**src/rtl/uart_frame_rx_if.sv**
```systemverilog
// Receive-side consumer bus: head-of-FIFO frame fields plus valid/ready handshake.
interface uart_frame_rx_if;
    logic [7:0] rxData;
    logic       rxParityError;
    logic       rxFramingError;
    logic       rxBreak;
    logic       rxValid;
    logic       rxReady;

    modport master (
        output rxData,
        output rxParityError,
        output rxFramingError,
        output rxBreak,
        output rxValid,
        input  rxReady
    );

    modport slave (
        input  rxData,
        input  rxParityError,
        input  rxFramingError,
        input  rxBreak,
        input  rxValid,
        output rxReady
    );
endinterface

```
**src/rtl/uart_frame_rx.sv**
```systemverilog
// UART frame receiver: 5..8 data bits, optional parity, 1 or 2 stop bits,
// per-frame error flags queued in a small FIFO behind a valid/ready handshake.
module uart_frame_rx #(
    parameter int unsigned FIFO_DEPTH  = 4,
    parameter int unsigned SYNC_STAGES = 2
) (
    input  logic        clk,
    input  logic        rst,
    input  logic        rx,
    input  logic [1:0]  dataBits,
    input  logic        hasParity,
    input  logic [1:0]  parityMode,
    input  logic        extraStopBit,
    input  logic [23:0] clockDivisor,
    output logic        overflow,
    input  logic        overflowClear,
    output logic        busy,
    uart_frame_rx_if.master rxIf
);

    localparam int unsigned DIV_W = 24;
    localparam int unsigned PTR_W = $clog2(FIFO_DEPTH);
    localparam int unsigned CNT_W = PTR_W + 1;

    typedef enum logic [2:0] {
        IDLE, START, DATA, PARITY, STOP1, STOP2, FINISH, BREAK_WAIT
    } rxState_t;

    typedef struct packed {
        logic       brk;
        logic       framingErr;
        logic       parityErr;
        logic [7:0] data;
    } rxEntry_t;

    // rx synchronizer; resets to the idle-high line level so no false start follows reset
    logic [SYNC_STAGES-1:0] syncReg;
    logic                   rxs;
    logic                   rxsPrev;

    always_ff @(posedge clk) begin
        if (rst) begin
            syncReg <= '1;
            rxsPrev <= 1'b1;
        end else begin
            syncReg <= {syncReg[SYNC_STAGES-2:0], rx};
            rxsPrev <= rxs;
        end
    end

    assign rxs = syncReg[SYNC_STAGES-1];

    rxState_t         state;
    logic [DIV_W-1:0] bitCnt;
    logic [DIV_W-1:0] divLat;
    logic [DIV_W-1:0] halfLat;
    logic [2:0]       lastIdx;
    logic             parLat;
    logic [1:0]       modeLat;
    logic             stop2Lat;
    logic [2:0]       bitIdx;
    logic [7:0]       dataReg;
    logic             parSample;
    logic             parityErr;
    logic             framingErr;
    logic             sampleNow;
    logic             frameBreak;

    assign sampleNow  = (bitCnt == halfLat);
    assign frameBreak = (dataReg == 8'd0) && !parSample && framingErr;

    // Frame FSM; config is captured at start detect and held for the whole frame
    always_ff @(posedge clk) begin
        if (rst) begin
            state      <= IDLE;
            busy       <= 1'b0;
            bitCnt     <= '0;
            divLat     <= '0;
            halfLat    <= '0;
            lastIdx    <= '0;
            parLat     <= 1'b0;
            modeLat    <= '0;
            stop2Lat   <= 1'b0;
            bitIdx     <= '0;
            dataReg    <= '0;
            parSample  <= 1'b0;
            parityErr  <= 1'b0;
            framingErr <= 1'b0;
        end else begin
            if (state != IDLE && state != BREAK_WAIT) begin
                bitCnt <= (bitCnt == divLat - DIV_W'(1)) ? '0 : bitCnt + DIV_W'(1);
            end
            case (state)
                IDLE: begin
                    if (rxsPrev && !rxs) begin
                        state      <= START;
                        busy       <= 1'b1;
                        bitCnt     <= '0;
                        divLat     <= clockDivisor;
                        halfLat    <= clockDivisor >> 1;
                        lastIdx    <= 3'(dataBits) + 3'd4;
                        parLat     <= hasParity;
                        modeLat    <= parityMode;
                        stop2Lat   <= extraStopBit;
                        bitIdx     <= '0;
                        dataReg    <= '0;
                        parSample  <= 1'b0;
                        parityErr  <= 1'b0;
                        framingErr <= 1'b0;
                    end
                end
                START: begin
                    if (sampleNow) begin
                        if (rxs) begin
                            state <= IDLE;
                            busy  <= 1'b0;
                        end else begin
                            state <= DATA;
                        end
                    end
                end
                DATA: begin
                    if (sampleNow) begin
                        dataReg[bitIdx] <= rxs;
                        if (bitIdx == lastIdx) begin
                            state <= parLat ? PARITY : STOP1;
                        end else begin
                            bitIdx <= bitIdx + 3'd1;
                        end
                    end
                end
                PARITY: begin
                    if (sampleNow) begin
                        parSample <= rxs;
                        case (modeLat)
                            2'b00:   parityErr <= rxs;
                            2'b11:   parityErr <= ~rxs;
                            2'b01:   parityErr <= (^dataReg) ^ rxs;
                            default: parityErr <= ~((^dataReg) ^ rxs);
                        endcase
                        state <= STOP1;
                    end
                end
                STOP1: begin
                    if (sampleNow) begin
                        framingErr <= ~rxs;
                        state      <= stop2Lat ? STOP2 : FINISH;
                    end
                end
                STOP2: begin
                    if (sampleNow) begin
                        framingErr <= framingErr | ~rxs;
                        state      <= FINISH;
                    end
                end
                FINISH: begin
                    state <= frameBreak ? BREAK_WAIT : IDLE;
                    busy  <= frameBreak;
                end
                BREAK_WAIT: begin
                    if (rxs) begin
                        state <= IDLE;
                        busy  <= 1'b0;
                    end
                end
                default: begin
                    state <= IDLE;
                    busy  <= 1'b0;
                end
            endcase
        end
    end

    rxEntry_t         mem [FIFO_DEPTH];
    logic [PTR_W-1:0] wrPtr;
    logic [PTR_W-1:0] rdPtr;
    logic [PTR_W-1:0] rdNext;
    logic [CNT_W-1:0] count;
    logic [CNT_W-1:0] countNext;
    logic             pushReq;
    logic             popNow;
    logic             doPush;
    logic             doDrop;
    rxEntry_t         newEntry;
    rxEntry_t         headNext;

    assign pushReq  = (state == FINISH);
    assign popNow   = rxIf.rxValid && rxIf.rxReady;
    assign doPush   = pushReq && ((count != CNT_W'(FIFO_DEPTH)) || popNow);
    assign doDrop   = pushReq && !doPush;
    assign newEntry = '{brk: frameBreak, framingErr: framingErr, parityErr: parityErr, data: dataReg};
    assign rdNext   = popNow ? rdPtr + PTR_W'(1) : rdPtr;

    always_comb begin
        countNext = count;
        if (doPush && !popNow) begin
            countNext = count + CNT_W'(1);
        end else if (!doPush && popNow) begin
            countNext = count - CNT_W'(1);
        end
    end

    // The head slot may be the one being written this cycle, so bypass the new entry
    assign headNext = (doPush && (rdNext == wrPtr)) ? newEntry : mem[rdNext];

    always_ff @(posedge clk) begin
        if (!rst && doPush) begin
            mem[wrPtr] <= newEntry;
        end
    end

    always_ff @(posedge clk) begin
        if (rst) begin
            wrPtr               <= '0;
            rdPtr               <= '0;
            count               <= '0;
            rxIf.rxValid        <= 1'b0;
            rxIf.rxData         <= '0;
            rxIf.rxParityError  <= 1'b0;
            rxIf.rxFramingError <= 1'b0;
            rxIf.rxBreak        <= 1'b0;
            overflow            <= 1'b0;
        end else begin
            if (doPush) begin
                wrPtr <= wrPtr + PTR_W'(1);
            end
            rdPtr        <= rdNext;
            count        <= countNext;
            rxIf.rxValid <= (countNext != '0);
            if (countNext != '0) begin
                rxIf.rxData         <= headNext.data;
                rxIf.rxParityError  <= headNext.parityErr;
                rxIf.rxFramingError <= headNext.framingErr;
                rxIf.rxBreak        <= headNext.brk;
            end
            // A drop in the same cycle as a clear keeps the flag set
            if (doDrop) begin
                overflow <= 1'b1;
            end else if (overflowClear) begin
                overflow <= 1'b0;
            end
        end
    end

endmodule
```
**src/flat_wrapper.sv**
```systemverilog
// flat-port wrapper written by rule: the top's interface ports become plain ports
module uart_frame_rx_flat 
#(
    parameter int unsigned FIFO_DEPTH  = 4,
    parameter int unsigned SYNC_STAGES = 2
)
  (clk, rst, rx, dataBits, hasParity, parityMode, extraStopBit, clockDivisor, overflow, overflowClear, busy, rxIf_rxData, rxIf_rxParityError, rxIf_rxFramingError, rxIf_rxBreak, rxIf_rxValid, rxIf_rxReady);
  uart_frame_rx_if rxIf_i ();
  input  logic clk;
  input  logic rst;
  input  logic rx;
  input  logic [1:0] dataBits;
  input  logic hasParity;
  input  logic [1:0] parityMode;
  input  logic extraStopBit;
  input  logic [23:0] clockDivisor;
  output logic overflow;
  input  logic overflowClear;
  output logic busy;
  output wire logic [$bits(rxIf_i.rxData)-1:0] rxIf_rxData;
  output wire logic [$bits(rxIf_i.rxParityError)-1:0] rxIf_rxParityError;
  output wire logic [$bits(rxIf_i.rxFramingError)-1:0] rxIf_rxFramingError;
  output wire logic [$bits(rxIf_i.rxBreak)-1:0] rxIf_rxBreak;
  output wire logic [$bits(rxIf_i.rxValid)-1:0] rxIf_rxValid;
  input wire logic [$bits(rxIf_i.rxReady)-1:0] rxIf_rxReady;
  assign rxIf_rxData = rxIf_i.rxData;
  assign rxIf_rxParityError = rxIf_i.rxParityError;
  assign rxIf_rxFramingError = rxIf_i.rxFramingError;
  assign rxIf_rxBreak = rxIf_i.rxBreak;
  assign rxIf_rxValid = rxIf_i.rxValid;
  assign rxIf_i.rxReady = rxIf_rxReady;
  uart_frame_rx #(.FIFO_DEPTH(FIFO_DEPTH), .SYNC_STAGES(SYNC_STAGES)) u_core (.clk(clk), .rst(rst), .rx(rx), .dataBits(dataBits), .hasParity(hasParity), .parityMode(parityMode), .extraStopBit(extraStopBit), .clockDivisor(clockDivisor), .overflow(overflow), .overflowClear(overflowClear), .busy(busy), .rxIf(rxIf_i));
endmodule
```
**config.mk**
```make
export PLATFORM = sky130hd
export DESIGN_NAME = uart_frame_rx_flat
export DESIGN_NICKNAME = d
export VERILOG_FILES = /design/src/rtl/uart_frame_rx_if.sv /design/src/rtl/uart_frame_rx.sv /design/src/flat_wrapper.sv
export SDC_FILE = /design/constraint.sdc
export NUM_CORES = 1
export LEC_CHECK = 0
export ABC_AREA = 1
export BUFFER_PORTS_ARGS = -buffer_cell sky130_fd_sc_hd__buf_2
export CORE_MARGIN = 5
export CORE_UTILIZATION = 45
export DETAILED_ROUTE_END_ITERATION = 7
export PLACE_DENSITY = 0.61
export SYNTH_ARGS = -nofsm -noshare
export SYNTH_HDL_FRONTEND = slang
export SYNTH_SLANG_ARGS = --single-unit
```
**constraint.sdc**
```tcl
create_clock -name clk -period 2.53 [get_ports clk]
set_clock_uncertainty 0.2 [all_clocks]
set_input_delay 0.506 -clock clk [delete_from_list [all_inputs] [get_ports clk]]
set_output_delay 0.506 -clock clk [all_outputs]
set_load 0.05 [all_outputs]
```
==> results.json <==
{
  "nNetsFinal": 1230,
  "tightest_slew_ns": 0.494,
  "grt_max_degree": 51,
  "cp.required_ns": 2.65,
  "arrival_ns": 2.50,
  "critical_path_class": "reg2reg",
  "drc_errors": 0,
  "insertion_delay_ns": 0.43,
  "p_clk_frac": 0.299,
  "setup_violations": 0,
  "maxCapViolCount": 0,
  "timing.hold.ws_ns": 0.0628,
  "p_sw_mw": 3.38,
  "multiInputGateArea_mm2": 0.00395,
  "synth.avg_cell_area_um2": 6.99,
  "seqCellArea_mm2": 0.00324,
  "core_area_mm2": 0.0172,
  "clkTransAtPathRegs_ns": 0.06,
  "drtPass1Iterations": 5,
  "fillers": 1752,
  "area_growth_syn_to_layout_pct": 15.9,
  "start_kind": "register",
  "max_freq_mhz": 419,
  "pin_count": 49,
  "synth-seq-area-share": 0.415,
  "syn_area_mm2": 0.00781,
  "status": "complete, no violations",
  "via_per_inst": 4.95,
  "grt_pass1_wl_mm": 31.9,
  "grt-ovfl-total": 0,
  "die_x_um": 142,
  "ctsHtreeMaxLevel": 4,
  "min_period_ns": 2.39,
  "ys_seq_elements": 140,
  "syn_nets": 1167,
  "drive_above_1_share": 0.132,
  "end_kind": "register",
  "peakVddDrop_uv": 550,
  "drtIter0Drc": 393,
  "synth_ff_type": "dfxtp_1",
  "synth_commonest_cells": "274 x nand2_1, 212 x nor2_1, 116 x inv_1",
  "p_leak_nw": 4.07,
  "antenna_found_initial": 0,
  "seqPwrFrac": 0.321,
  "finalMaxSlewViolations": 0,
  "finalHoldViolations": 0,
  "dp_hpwl_mm": 14.6,
  "cts_root_buf": "clkbuf_16",
  "synth.area.top_cells": "dfxtp_1 25%, edfxtp_1 17%, nand2_1 13%",
  "num_rows": 48,
  "period_share": 0.943,
  "syn_inst": 1118,
  "p_sw_frac": 0.393,
  "synth-edff-count": 44,
  "internal_power_mw": 5.23,
  "path_max_fanout": 20,
  "cts_sinks": 140,
  "ant_nets": 0,
  "cts_tree": "yes",
  "cts_max_path_buffers": 2,
  "port_buffers": 48,
  "start_util": 0.455,
  "drt-total-wl_mm": 19.6,
  "comb_power_share": 0.380,
  "routabilityCongestion": 0.885,
  "power_density_mw_per_mm2": 951,
  "yosys.area.top_type": "dfxtp_1",
  "cts_made_buffers": 17,
  "cts_hold_buffers": 0,
  "dieArea_mm2": 0.0201,
  "min_path_type": "in2reg",
  "fin_util": 0.527,
  "diodes": 0,
  "yosysUniqueCellTypes": 43,
  "slew_headroom": 0.670,
  "synth_top_cell_area_share": 0.246,
  "dr_total_vias": 7024,
  "synth_most_common_cell": "nand2_1",
  "yosysWarnings": 0,
  "grt_pass1_vias": 6355,
  "die_h_um": 142,
  "track_usage": 0.199,
  "wire_per_inst_um": 13.8,
  "synthArstFlopShare": 0,
  "power_mw": 8.61
}
## final cells by class
| type | instances | share of cell area |
|---|---|---|
| Timing Repair Buffer | 82 | 0.0565 |
| Tap cell | 225 | 0.0311 |
| Sequential cell | 140 | 0.358 |
| Inverter | 123 | 0.0510 |
| Clock buffer | 18 | 0.0485 |
| Multi-Input combinational cell | 817 | 0.436 |
| Clock inverter | 14 | 0.0185 |
## path summary, 6_finish.rpt
| check | from | to | slack (ns) | cells after the start |
|---|---|---|---|---|
| setup / recovery | u_core.divLat[1]$_SDFFE_PP0P_ | u_core.bitCnt[15]$_SDFF_PP0_ | 0.14 | 15 |
| hold / removal | rx | u_core.syncReg[0]$_SDFF_PP1_ | 0.06 | 2 |
| setup reg to reg | u_core.divLat[1]$_SDFFE_PP0P_ | u_core.bitCnt[15]$_SDFF_PP0_ | 0.14 | 15 |
| hold reg to reg | u_core.syncReg[0]$_SDFF_PP1_ | u_core.syncReg[1]$_SDFF_PP1_ | 0.21 | 1 |
## logic make-up after synthesis
group,Yosys count,synth area share
flip-flops,140,0.415
AND/OR/NAND/NOR,602,0.325
adder cells (fa/ha/maj),14,0.0224
buffers and inverters,161,0.0826
AO/OA/AOI/OAI,159,0.107
XOR/XNOR,42,0.0480
## power groups by stage
stage / sequential (mW) / clock, mW / combinational, mW
after detailed placement: 2.81 / 0 / 3.17
after floorplan: 3.02 / 0 / 2.15
after CTS: 2.76 / 2.61 / 3.18
final: 2.76 / 2.57 / 3.27
after global routing: 2.79 / 2.73 / 3.68
after global placement: 2.81 / 0 / 3.14
## cell usage in the layout, fill, tap and decap left out, types with 32 or more instances in the layout
cell and instances:
dfxtp_1 96, nand2_1 273, nor2_1 207, edfxtp_1 44, buf_4 32, a21oi_1 41, nand3_1 54, buf_2 48
inv_1 115, o21ai_0 78
## state kept, by name (all words and copies together) (netlist names), 2 cells and up
signal	count
u_core.syncReg	2
u_core.dataReg	8
u_core.mem	44
u_core.lastIdx	3
u_core.divLat	23
u_core.bitIdx	3
u_core.state	3
u_core.wrPtr	2
u_core.modeLat	2
u_core.bitCnt	24
u_core.rxIf.rxData	8
u_core.rdPtr	2
u_core.count	3
## routing by layer
| metal | global-route usage | vias up | share of wire |
|---|---|---|---|
| met5 | 0 | - | 0 |
| met4 | 0.0525 | 0 | 0.016 |
| met3 | 0.0377 | 23 | 0.038 |
| met2 | 0.350 | 157 | 0.50 |
| met1 | 0.250 | 3149 | 0.45 |
| li1 | - | 3695 | - |
## repair_timing
action / CTS / global route
setup buffers: 0 / 2
endpoints found under the hold margin: 0 / 0
gates resized for setup: 0 / 9
endpoints found under the setup margin: 0 / 37
## per-stage QoR
stage               instance area [µm²]  TNS, ns  cells  setup slack (ns)
floorplan                          7810        0   1118             0.258
global placement                   8400        0   1384            0.0695
detailed placement                 8400        0   1384            0.0700
CTS                                9000        0   1416            0.0606
global route                       9060   -0.579   1419           -0.0397
finish                             9060        0   1419             0.144
## critical path, stage by stage (launching register included)
cell and delay, ns:
dfxtp_1 0.33, inv_1 0.11, ha_2 0.25, nand2_4 0.10, nor2_2 0.18, buf_4 0.17, nand3_1 0.07, nand2_1 0.11
inv_1 0.04, nor2_1 0.09, nand3_1 0.08, nor2_1 0.10, nand3_1 0.10, nand2_1 0.11, buf_12 0.17, nor2_1 0.05
No activity file was read; power rests on OpenSTA's default activity.
